## config.mk

```make
export PLATFORM = sky130hd
export DESIGN_NAME = sequential_divider_flat
export DESIGN_NICKNAME = d
export VERILOG_FILES = /design/src/rtl/sequential_divider_pkg.sv /design/src/rtl/sequential_divider_if.sv /design/src/rtl/sequential_divider_step.sv /design/src/rtl/sequential_divider.sv /design/src/flat_wrapper.sv
export SDC_FILE = /design/constraint.sdc
export NUM_CORES = 1
export LEC_CHECK = 0
export BUFFER_PORTS_ARGS = -buffer_cell sky130_fd_sc_hd__buf_2
export CAP_MARGIN = 40
export CORE_MARGIN = 3
export CORE_UTILIZATION = 36
export DETAILED_ROUTE_END_ITERATION = 12
export SLEW_MARGIN = 20
export SYNTH_ARGS = -nofsm -noshare
export SYNTH_HDL_FRONTEND = slang
export SYNTH_HIERARCHICAL = 1
export SYNTH_SLANG_ARGS = --single-unit
```

## constraint.sdc

```tcl
create_clock -name clock -period 5 [get_ports clock]
set_input_delay 0.75 -clock clock [delete_from_list [all_inputs] [get_ports clock]]
set_output_delay 0.75 -clock clock [all_outputs]
set_load 0.02 [all_outputs]
```

## src/rtl/sequential_divider_pkg.sv

```systemverilog
// sequential_divider_pkg
// Shared definitions for the iterative restoring divider.
//   - DEFAULT_WIDTH_N / DEFAULT_WIDTH_D : default dividend and divisor widths
//   - state_t                           : controller state encoding
//   - counter_width()                   : sizing helper for the step counter
package sequential_divider_pkg;

    localparam int DEFAULT_WIDTH_N = 5;
    localparam int DEFAULT_WIDTH_D = 3;

    typedef enum logic [1:0] {
        IDLE = 2'd0,
        RUN  = 2'd1,
        DONE = 2'd2
    } state_t;

    // The counter must hold steps-1; a one-step divider still needs one bit.
    function automatic int counter_width(input int steps);
        return (steps > 1) ? $clog2(steps) : 1;
    endfunction

endpackage

```

## src/rtl/sequential_divider_if.sv

```systemverilog
// sequential_divider_if
// Start/done handshake plus operand and result bus of the sequential divider.
// Parameters: WIDTH_N (dividend/quotient width), WIDTH_D (divisor/remainder width).
// Signals:
//   start      controller -> divider  request, sampled only while idle
//   dividend   controller -> divider  WIDTH_N operand
//   divisor    controller -> divider  WIDTH_D operand
//   busy       divider -> controller  high while iterating
//   done       divider -> controller  one-cycle completion pulse
//   quotient   divider -> controller  WIDTH_N result
//   remainder  divider -> controller  WIDTH_D result
//   divByZero  divider -> controller  zero-divisor flag, qualified by done
// Modports: master (controller side), slave (divider side).
interface sequential_divider_if
    import sequential_divider_pkg::*;
#(
    parameter int WIDTH_N = DEFAULT_WIDTH_N,
    parameter int WIDTH_D = DEFAULT_WIDTH_D
);

    logic               start;
    logic [WIDTH_N-1:0] dividend;
    logic [WIDTH_D-1:0] divisor;
    logic               busy;
    logic               done;
    logic [WIDTH_N-1:0] quotient;
    logic [WIDTH_D-1:0] remainder;
    logic               divByZero;

    modport master (
        output start,
        output dividend,
        output divisor,
        input  busy,
        input  done,
        input  quotient,
        input  remainder,
        input  divByZero
    );

    modport slave (
        input  start,
        input  dividend,
        input  divisor,
        output busy,
        output done,
        output quotient,
        output remainder,
        output divByZero
    );

endinterface

```

## src/rtl/sequential_divider_step.sv

```systemverilog
// divider_step
// One combinational step of a restoring divider: shift the next dividend bit
// into the partial remainder, compare against the divisor and subtract when it
// fits. Kept separate so an unrolled array divider can chain these cells.
// Ports:
//   rem_in   WIDTH_D+1  partial remainder before this step
//   bit_in   1          next dividend bit (MSB first)
//   divisor  WIDTH_D    divisor
//   rem_out  WIDTH_D+1  partial remainder after this step
//   q_bit    1          quotient bit produced by this step
module divider_step
    import sequential_divider_pkg::*;
#(
    parameter int WIDTH_D = DEFAULT_WIDTH_D
) (
    input  logic [WIDTH_D:0]   rem_in,
    input  logic               bit_in,
    input  logic [WIDTH_D-1:0] divisor,
    output logic [WIDTH_D:0]   rem_out,
    output logic               q_bit
);

    logic [WIDTH_D:0] shifted;
    logic [WIDTH_D:0] divisor_ext;

    // The partial remainder stays below the divisor between steps, so its MSB
    // is shifted out and never needed here.
    logic unused_rem_msb;
    assign unused_rem_msb = rem_in[WIDTH_D];

    assign shifted     = {rem_in[WIDTH_D-1:0], bit_in};
    // Compare at WIDTH_D+1 bits: the shifted value can exceed the divisor range.
    assign divisor_ext = {1'b0, divisor};

    always_comb begin
        q_bit   = 1'b0;
        rem_out = shifted;
        if (shifted >= divisor_ext) begin
            q_bit   = 1'b1;
            rem_out = shifted - divisor_ext;
        end
    end

endmodule

```

## src/rtl/sequential_divider.sv

```systemverilog
// sequential_divider
// Iterative unsigned restoring divider, one quotient bit per clock.
// quotient = dividend / divisor, remainder = dividend % divisor.
// Optional feature macro: SEQUENTIAL_DIVIDER_DIV_BY_ZERO_EN
//   defined   : zero divisor detected at acceptance, skips RUN, sets divByZero
//   undefined : zero divisor runs normally, divByZero tied low
// Parameters: WIDTH_N (dividend/quotient width), WIDTH_D (divisor/remainder width).
// Ports:
//   clock  rising-edge clock
//   reset  asynchronous active-high reset, returns to IDLE and clears registers
//   bus    sequential_divider_if.slave handshake, operand and result bus
module sequential_divider
    import sequential_divider_pkg::*;
#(
    parameter int WIDTH_N = DEFAULT_WIDTH_N,
    parameter int WIDTH_D = DEFAULT_WIDTH_D
) (
    input  logic           clock,
    input  logic           reset,
    sequential_divider_if.slave bus
);

    localparam int CNT_W = counter_width(WIDTH_N);
    localparam logic [CNT_W-1:0] LAST_STEP = CNT_W'(WIDTH_N - 1);

    state_t             state;
    logic [WIDTH_D:0]   part_rem;
    logic [WIDTH_N-1:0] shift_q;
    logic [WIDTH_D-1:0] divisor_reg;
    logic [CNT_W-1:0]   count;

    logic               busy_r;
    logic               done_r;
    logic [WIDTH_N-1:0] quotient_r;
    logic [WIDTH_D-1:0] remainder_r;
`ifdef SEQUENTIAL_DIVIDER_DIV_BY_ZERO_EN
    logic               div_by_zero_r;
`endif

    logic [WIDTH_D:0]   next_rem;
    logic               q_bit;
    logic [WIDTH_N-1:0] next_q;

    // One step of the divide, fed by the dividend MSB still sitting in Q.
    divider_step #(
        .WIDTH_D (WIDTH_D)
    ) u_step (
        .rem_in  (part_rem),
        .bit_in  (shift_q[WIDTH_N-1]),
        .divisor (divisor_reg),
        .rem_out (next_rem),
        .q_bit   (q_bit)
    );

    // Q shifts left as dividend bits are consumed and quotient bits fill in
    // from the bottom, so one register serves as both.
    assign next_q = WIDTH_N'({shift_q, q_bit});

    // Controller: counts WIDTH_N steps, then publishes the result for one
    // DONE cycle. Requests arriving outside IDLE are simply dropped.
    always_ff @(posedge clock or posedge reset) begin
        if (reset) begin
            state         <= IDLE;
            part_rem      <= '0;
            shift_q       <= '0;
            divisor_reg   <= '0;
            count         <= '0;
            busy_r        <= 1'b0;
            done_r        <= 1'b0;
            quotient_r    <= '0;
            remainder_r   <= '0;
`ifdef SEQUENTIAL_DIVIDER_DIV_BY_ZERO_EN
            div_by_zero_r <= 1'b0;
`endif
        end else begin
            case (state)
                IDLE: begin
                    done_r <= 1'b0;
                    if (bus.start) begin
                        divisor_reg <= bus.divisor;
                        shift_q     <= bus.dividend;
                        part_rem    <= '0;
                        count       <= LAST_STEP;
                        busy_r      <= 1'b1;
                        state       <= RUN;
`ifdef SEQUENTIAL_DIVIDER_DIV_BY_ZERO_EN
                        // A zero divisor overrides the launch above and
                        // reports immediately without iterating.
                        if (bus.divisor == '0) begin
                            busy_r        <= 1'b0;
                            done_r        <= 1'b1;
                            quotient_r    <= '1;
                            remainder_r   <= '0;
                            div_by_zero_r <= 1'b1;
                            state         <= DONE;
                        end
`endif
                    end
                end

                RUN: begin
                    part_rem <= next_rem;
                    shift_q  <= next_q;
                    count    <= count - 1'b1;
                    if (count == '0) begin
                        quotient_r    <= next_q;
                        remainder_r   <= next_rem[WIDTH_D-1:0];
`ifdef SEQUENTIAL_DIVIDER_DIV_BY_ZERO_EN
                        div_by_zero_r <= 1'b0;
`endif
                        busy_r        <= 1'b0;
                        done_r        <= 1'b1;
                        state         <= DONE;
                    end
                end

                DONE: begin
                    done_r <= 1'b0;
                    state  <= IDLE;
                end

                default: begin
                    busy_r <= 1'b0;
                    done_r <= 1'b0;
                    state  <= IDLE;
                end
            endcase
        end
    end

    assign bus.busy      = busy_r;
    assign bus.done      = done_r;
    assign bus.quotient  = quotient_r;
    assign bus.remainder = remainder_r;
`ifdef SEQUENTIAL_DIVIDER_DIV_BY_ZERO_EN
    assign bus.divByZero = div_by_zero_r;
`else
    assign bus.divByZero = 1'b0;
`endif

endmodule
```

## src/flat_wrapper.sv

```systemverilog
// flat-port wrapper written by rule: the top's interface ports become plain ports
module sequential_divider_flat import sequential_divider_pkg::*;
#(
    parameter int WIDTH_N = DEFAULT_WIDTH_N,
    parameter int WIDTH_D = DEFAULT_WIDTH_D
)
  (clock, reset, bus_start, bus_dividend, bus_divisor, bus_busy, bus_done, bus_quotient, bus_remainder, bus_divByZero);
  sequential_divider_if #(.WIDTH_N(WIDTH_N), .WIDTH_D(WIDTH_D)) bus_i ();
  input  logic clock;
  input  logic reset;
  input wire logic [$bits(bus_i.start)-1:0] bus_start;
  input wire logic [$bits(bus_i.dividend)-1:0] bus_dividend;
  input wire logic [$bits(bus_i.divisor)-1:0] bus_divisor;
  output wire logic [$bits(bus_i.busy)-1:0] bus_busy;
  output wire logic [$bits(bus_i.done)-1:0] bus_done;
  output wire logic [$bits(bus_i.quotient)-1:0] bus_quotient;
  output wire logic [$bits(bus_i.remainder)-1:0] bus_remainder;
  output wire logic [$bits(bus_i.divByZero)-1:0] bus_divByZero;
  assign bus_i.start = bus_start;
  assign bus_i.dividend = bus_dividend;
  assign bus_i.divisor = bus_divisor;
  assign bus_busy = bus_i.busy;
  assign bus_done = bus_i.done;
  assign bus_quotient = bus_i.quotient;
  assign bus_remainder = bus_i.remainder;
  assign bus_divByZero = bus_i.divByZero;
  sequential_divider #(.WIDTH_N(WIDTH_N), .WIDTH_D(WIDTH_D)) u_core (.clock(clock), .reset(reset), .bus(bus_i));
endmodule
```

==> results.cfg, run 1 <==
[clock_tree]
cts_root_buf = clkbuf_4
worstSkewPairLatency_ns = 0.31
cts_resized = 0
postCtsSetupBuffers = 0
hold_buffers = 0
numCtsBuffers = 3
htreeDepth = 1
clock_sinks = 26
cts_tree = yes
clk_pin_slew_ns = 0.13
clockBufferDepth = 2

[critical_path]
end_kind = flip-flop
worstPathRequired_ns = 5.22
crit_type = reg2reg
crit_arrival_ns = 2.38
crit_path_start_kind = flip-flop
worstPathMaxFanout = 4

[pwr]
seqPwrFrac = 0.397
clkPwrFrac = 0.088
power.switching_mw = 0.4011
intPower_mw = 0.5871
p_per_area_mw_per_mm2 = 682.6
finalPower_mw = 0.9882
p_sw_frac = 0.4059
p_leak_nw = 0.6787
vdd_drop_max_mv = 0.3427
power_frac_comb = 0.515

[outcome]
run_status = completed

[floorplan]
dieArea_sq_mm = 0.004318
fp.dieW_microns = 65.72
fp.dieH_microns = 65.72
ios = 22
coreArea_sq_mm = 0.003390
rows = 21
start_util = 0.3787

[route]
via_per_inst = 5.103
firstDrtPassIters = 4
wl_met3_microns = 138
wl_met1_mm = 1.083
highest_layer = met4
drt-total-wl_mm = 2.377
met2_length_mm = 1.138
ant_nets = 0
drc = 0
wl_per_cell_microns = 13.66
initialDrtViolationCount = 109
dr_total_vias = 888

[placement]
hpwlAfterDp_mm = 1.763
dpl.cell_count = 171
port_buffers = 20
gp_congestion = 0.7695
dp_slack_ns = 2.853

[synth]
yosys_warnings = 6
syn_inst = 109
syn_area_sq_mm = 0.001284
synth_fp_nets = 126
syn_avg_cell_area_sq_um = 11.78

[global_route]
grt_pass1_vias = 900
grt_max_degree = 17
grt_usage = 0.1250
antenna_found_initial = 0
grt_pass1_wl_mm = 4.112
overflow = 0

[timing]
tns_ns = 0
fmaxAchievable_ghz = 0.4618
clock_skew_ns = 0.003033
worst_pin_slew_ns = 0.6051
setup_violations = 0
hold_violations = 0
max_slew_margin = 0.5957
min_period_ns = 2.166
rsz0062_at_grt = no
fin_crit_sh = 0.4331
final_max_slew_viol_count = 0
setup_slack_ns = 2.834

[min_path]
hold_path.class = in2async

[finish]
antenna_cells = 0
fillCellCount = 344
nets = 147
area_growth_pct = 12.77
postLayoutCoreUtil = 0.4271
final_cells = 174
drive_above_1_share = 0.2500

[flow_run]
max_cap_viol_count = 0
[stage by stage]
stage / hold WS, ns / cell area [sq um]
3_3_place_gp: 0.4641 / 1403
3_5_place_dp: 0.4747 / 1425
2_1_floorplan: 0.4642 / 1284
5_1_grt: 0.4973 / 1448
4_1_cts: 0.4845 / 1448
6_report: 0.4699 / 1448
[cell usage in the layout, fill, tap and decap left out, types with 3 or more instances in the layout]
cell,instances
nor2_1,5
ha_1,5
a21oi_1,3
inv_1,17
mux2_1,8
a221oi_1,6
nor4b_1,5
buf_2,20
clkbuf_4,3
nor2b_1,3
dfrtp_1,26
mux2_2,6
a22o_1,4
[power groups by stage]
| stage | Sequential (mW) | Combinational, mW | Clock (mW) |
|---|---|---|---|
| detailed placement | 0.398 | 0.510 | 0 |
| floorplan | 0.418 | 0.368 | 0 |
| CTS | 0.393 | 0.513 | 0.0923 |
| global placement | 0.395 | 0.491 | 0 |
| finish | 0.392 | 0.509 | 0.0869 |
| global route | 0.410 | 0.568 | 0.103 |
[cell type report]
| cell class | instances | area, sq um | share of cell area |
|---|---|---|---|
| inverters | 17 | 63.81 | 0.04408 |
| clock buffers | 3 | 22.52 | 0.01556 |
| repair buffers | 22 | 122.6 | 0.08470 |
| well taps | 46 | 57.56 | 0.03976 |
| multi-input cells | 60 | 530.5 | 0.3665 |
| flip-flops and latches | 26 | 650.6 | 0.4494 |
[worst max-delay path, stage by stage, from the launching register on]
cell	delay, ns
dfrtp_1	0.41
inv_1	0.06
ha_1	0.13
inv_1	0.05
fa_1	0.42
a21oi_1	0.14
o21a_1	0.19
mux2_2	0.36
mux2_1	0.29
[routing by layer]
layer  vias to the layer above  global-route usage
li1                        414                   -
met1                       447              0.1499
met2                        25              0.2140
met3                         2             0.04103
met4                         0             0.03109
met5                         -                   0
[path summary, 6_finish.rpt]
check                                        startpoint                       to  slack (ns)  depth (start not counted)
worst min-delay path                              reset  u_core/bus.remainder[1]        0.47                          2
worst max-delay path                  u_core/shift_q[4]  u_core/bus.remainder[2]        2.83                          8
worst max register to register        u_core/shift_q[4]  u_core/bus.remainder[2]        2.83                          8
min in group clock              u_core/bus.remainder[0]  u_core/bus.remainder[0]        0.50                          1
worst min register to register  u_core/bus.remainder[0]  u_core/bus.remainder[0]        0.50                          1
max in group asynchronous                         reset   u_core/bus.quotient[3]        4.03                          3
Note: power is estimated with default switching activity, not from simulation.
==> run 2: changes to the inputs <==
==> constraint.sdc (replaced) <==
create_clock -name clock -period 1.8 [get_ports clock]
set_input_delay 0.27 -clock clock [delete_from_list [all_inputs] [get_ports clock]]
set_output_delay 0.27 -clock clock [all_outputs]
set_load 0.02 [all_outputs]
==> run 2 against run 1 <==
The flow now finishes with violations (negative setup slack). Sequential power grew to 2.7 times the previous value. Register-to-register slack worse by 3.0 ns. Clock power increased to 2.8 times the previous value. Critical path type unchanged. Total power rose to 3.4 times the previous value. Non-clock buffer count up 14. Die area unchanged. Sequential cell count stayed put. Cell area up 11%. Utilization grew 4.9 points. Cell count up 8.0%.
==> results.cfg, run 2 (synthesized netlist as in run 1, its figures left out) <==
[timing]
setup_slack_ns = -0.1619
fmaxAchievable_ghz = 0.5097
setup_violations = 5
hold_violations = 0
min_period_ns = 1.962
fin_crit_sh = 1.090
rsz0062_at_grt = yes
clock_skew_ns = 0.003302
final_max_slew_viol_count = 0

[clock_tree]
cts_root_buf = clkbuf_4
cts_tree = yes
clock_sinks = 26
worstSkewPairLatency_ns = 0.31
clockBufferDepth = 2
clk_pin_slew_ns = 0.13
numCtsBuffers = 3
htreeDepth = 1

[finish]
area_growth_pct = 25.73
layout_common_cells = dfrtp_1, buf_2, inv_1
drive_above_1_share = 0.4155
final_area_sq_mm = 0.001614
antenna_cells = 0
postLayoutCoreUtil = 0.4762
layout_commonest_cell = dfrtp_1
nets = 161

[route]
via_per_inst = 4.931
ant_nets = 0
drt-total-wl_mm = 2.672
firstDrtPassIters = 4
dr_total_vias = 927
wl_per_cell_microns = 14.21
drc = 0
initialDrtViolationCount = 35

[outcome]
run_status = complete, but fails checks
violations = negative setup slack

[pwr]
clkPwrFrac = 0.072
vdd_drop_max_mv = 0.8485
finalPower_mw = 3.334
power.switching_mw = 1.300
p_leak_nw = 0.7677
p_per_area_mw_per_mm2 = 2066
p_sw_frac = 0.3898
intPower_mw = 2.034
seqPwrFrac = 0.315
power_frac_comb = 0.613

[critical_path]
end_kind = flip-flop
worstPathMaxFanout = 3
worstPathRequired_ns = 2.01
crit_type = reg2reg
crit_path_start_kind = flip-flop
crit_arrival_ns = 2.17

[placement]
port_buffers = 20
dpl_cell_area_sq_mm = 0.001511
hpwlAfterDp_mm = 1.941
gp_congestion = 0.8558

[global_route]
overflow = 0
grt_pass1_wl_mm = 4.533
grt_pass1_vias = 999
grt_max_degree = 27
antenna_found_initial = 0
grt_usage = 0.1366

[floorplan]
dieArea_sq_mm = 0.004318
ios = 22
fp.dieH_microns = 65.72
rows = 21
fp.dieW_microns = 65.72
coreArea_sq_mm = 0.003390
start_util = 0.3787

[flow_run]
max_cap_viol_count = 0

[min_path]
hold_path.class = in2reg
==> run 2: cell count changes in the layout (fill, tap and decap cells not counted), sizes merged <==
cell         previous run  this run
buf                    22        35
dlygate4sd3             0         1
==> run 2: cell type report <==
cell class | instances | area, sq um
inverters | 17 | 63.81
well taps | 46 | 57.56
multi-input cells | 60 | 580.6
flip-flops and latches | 26 | 650.6
repair buffers | 36 | 239.0
clock buffers | 3 | 22.52
fillers | 317 | 1775
==> run 2: metrics by stage <==
| step | setup slack (ns) | TNS, ns | hold slack [ns] | cells |
|---|---|---|---|---|
| 2_1_floorplan | -0.1571 | -0.4481 | 0.3100 | 109 |
| 3_3_place_gp | -0.1564 | -0.4565 | 0.3413 | 180 |
| 3_5_place_dp | -0.2244 | -0.7002 | 0.3488 | 181 |
| 4_1_cts | -0.2373 | -0.9971 | 0.1618 | 186 |
| 5_1_grt | -0.2376 | -1.278 | 0.1605 | 188 |
| 6_report | -0.1619 | -0.6316 | 0.1799 | 188 |
==> run 2: metal layers <==
layer,vias up,share of wire,global-route usage
met2,15,0.52,0.2290
met3,2,0.041,0.04615
met5,-,0,0
li1,444,-,-
met4,0,0.0064,0.02332
met1,466,0.43,0.1717
==> run 2: power by group through the flow <==
stage          logic (mW)  registers [mW]  clock network, mW
3_3_place_gp         1.62            1.05                  0
2_1_floorplan        1.05            1.16                  0
4_1_cts              1.88            1.05              0.260
3_5_place_dp         1.71            1.07                  0
6_report             2.04            1.05              0.241
5_1_grt              2.23            1.09              0.283
==> run 2: final timing paths <==
check / from / end / slack (ns) / cells past startpoint
min in group asynchronous: reset / u_core/shift_q[0] / 0.54 / 4
max in group asynchronous: reset / u_core/divisor_reg[1] / 1.02 / 4
worst min-delay path: bus_divisor[1] / u_core/divisor_reg[1] / 0.18 / 2
worst max register to register: u_core/shift_q[4] / u_core/bus.remainder[2] / -0.16 / 8
worst max-delay path: u_core/shift_q[4] / u_core/bus.remainder[2] / -0.16 / 8
worst min register to register: u_core/bus.quotient[3] / u_core/bus.quotient[3] / 0.50 / 1
==> run 2: worst max-delay path, stage by stage, from the launching register on <==
cell,delay [ns]
dfrtp_1,0.40
inv_1,0.06
ha_2,0.16
inv_2,0.04
fa_2,0.34
a21oi_2,0.12
o21a_2,0.18
mux2_4,0.31
mux2_4,0.26
==> run 2: what timing repair did <==
item,4_1_cts,5_1_grt
setup endpoints to repair,6,8
hold buffers,1,0
endpoints found under the hold margin,26,0
setup buffers,1,2
gates resized for setup,8,8
pin swaps,6,4
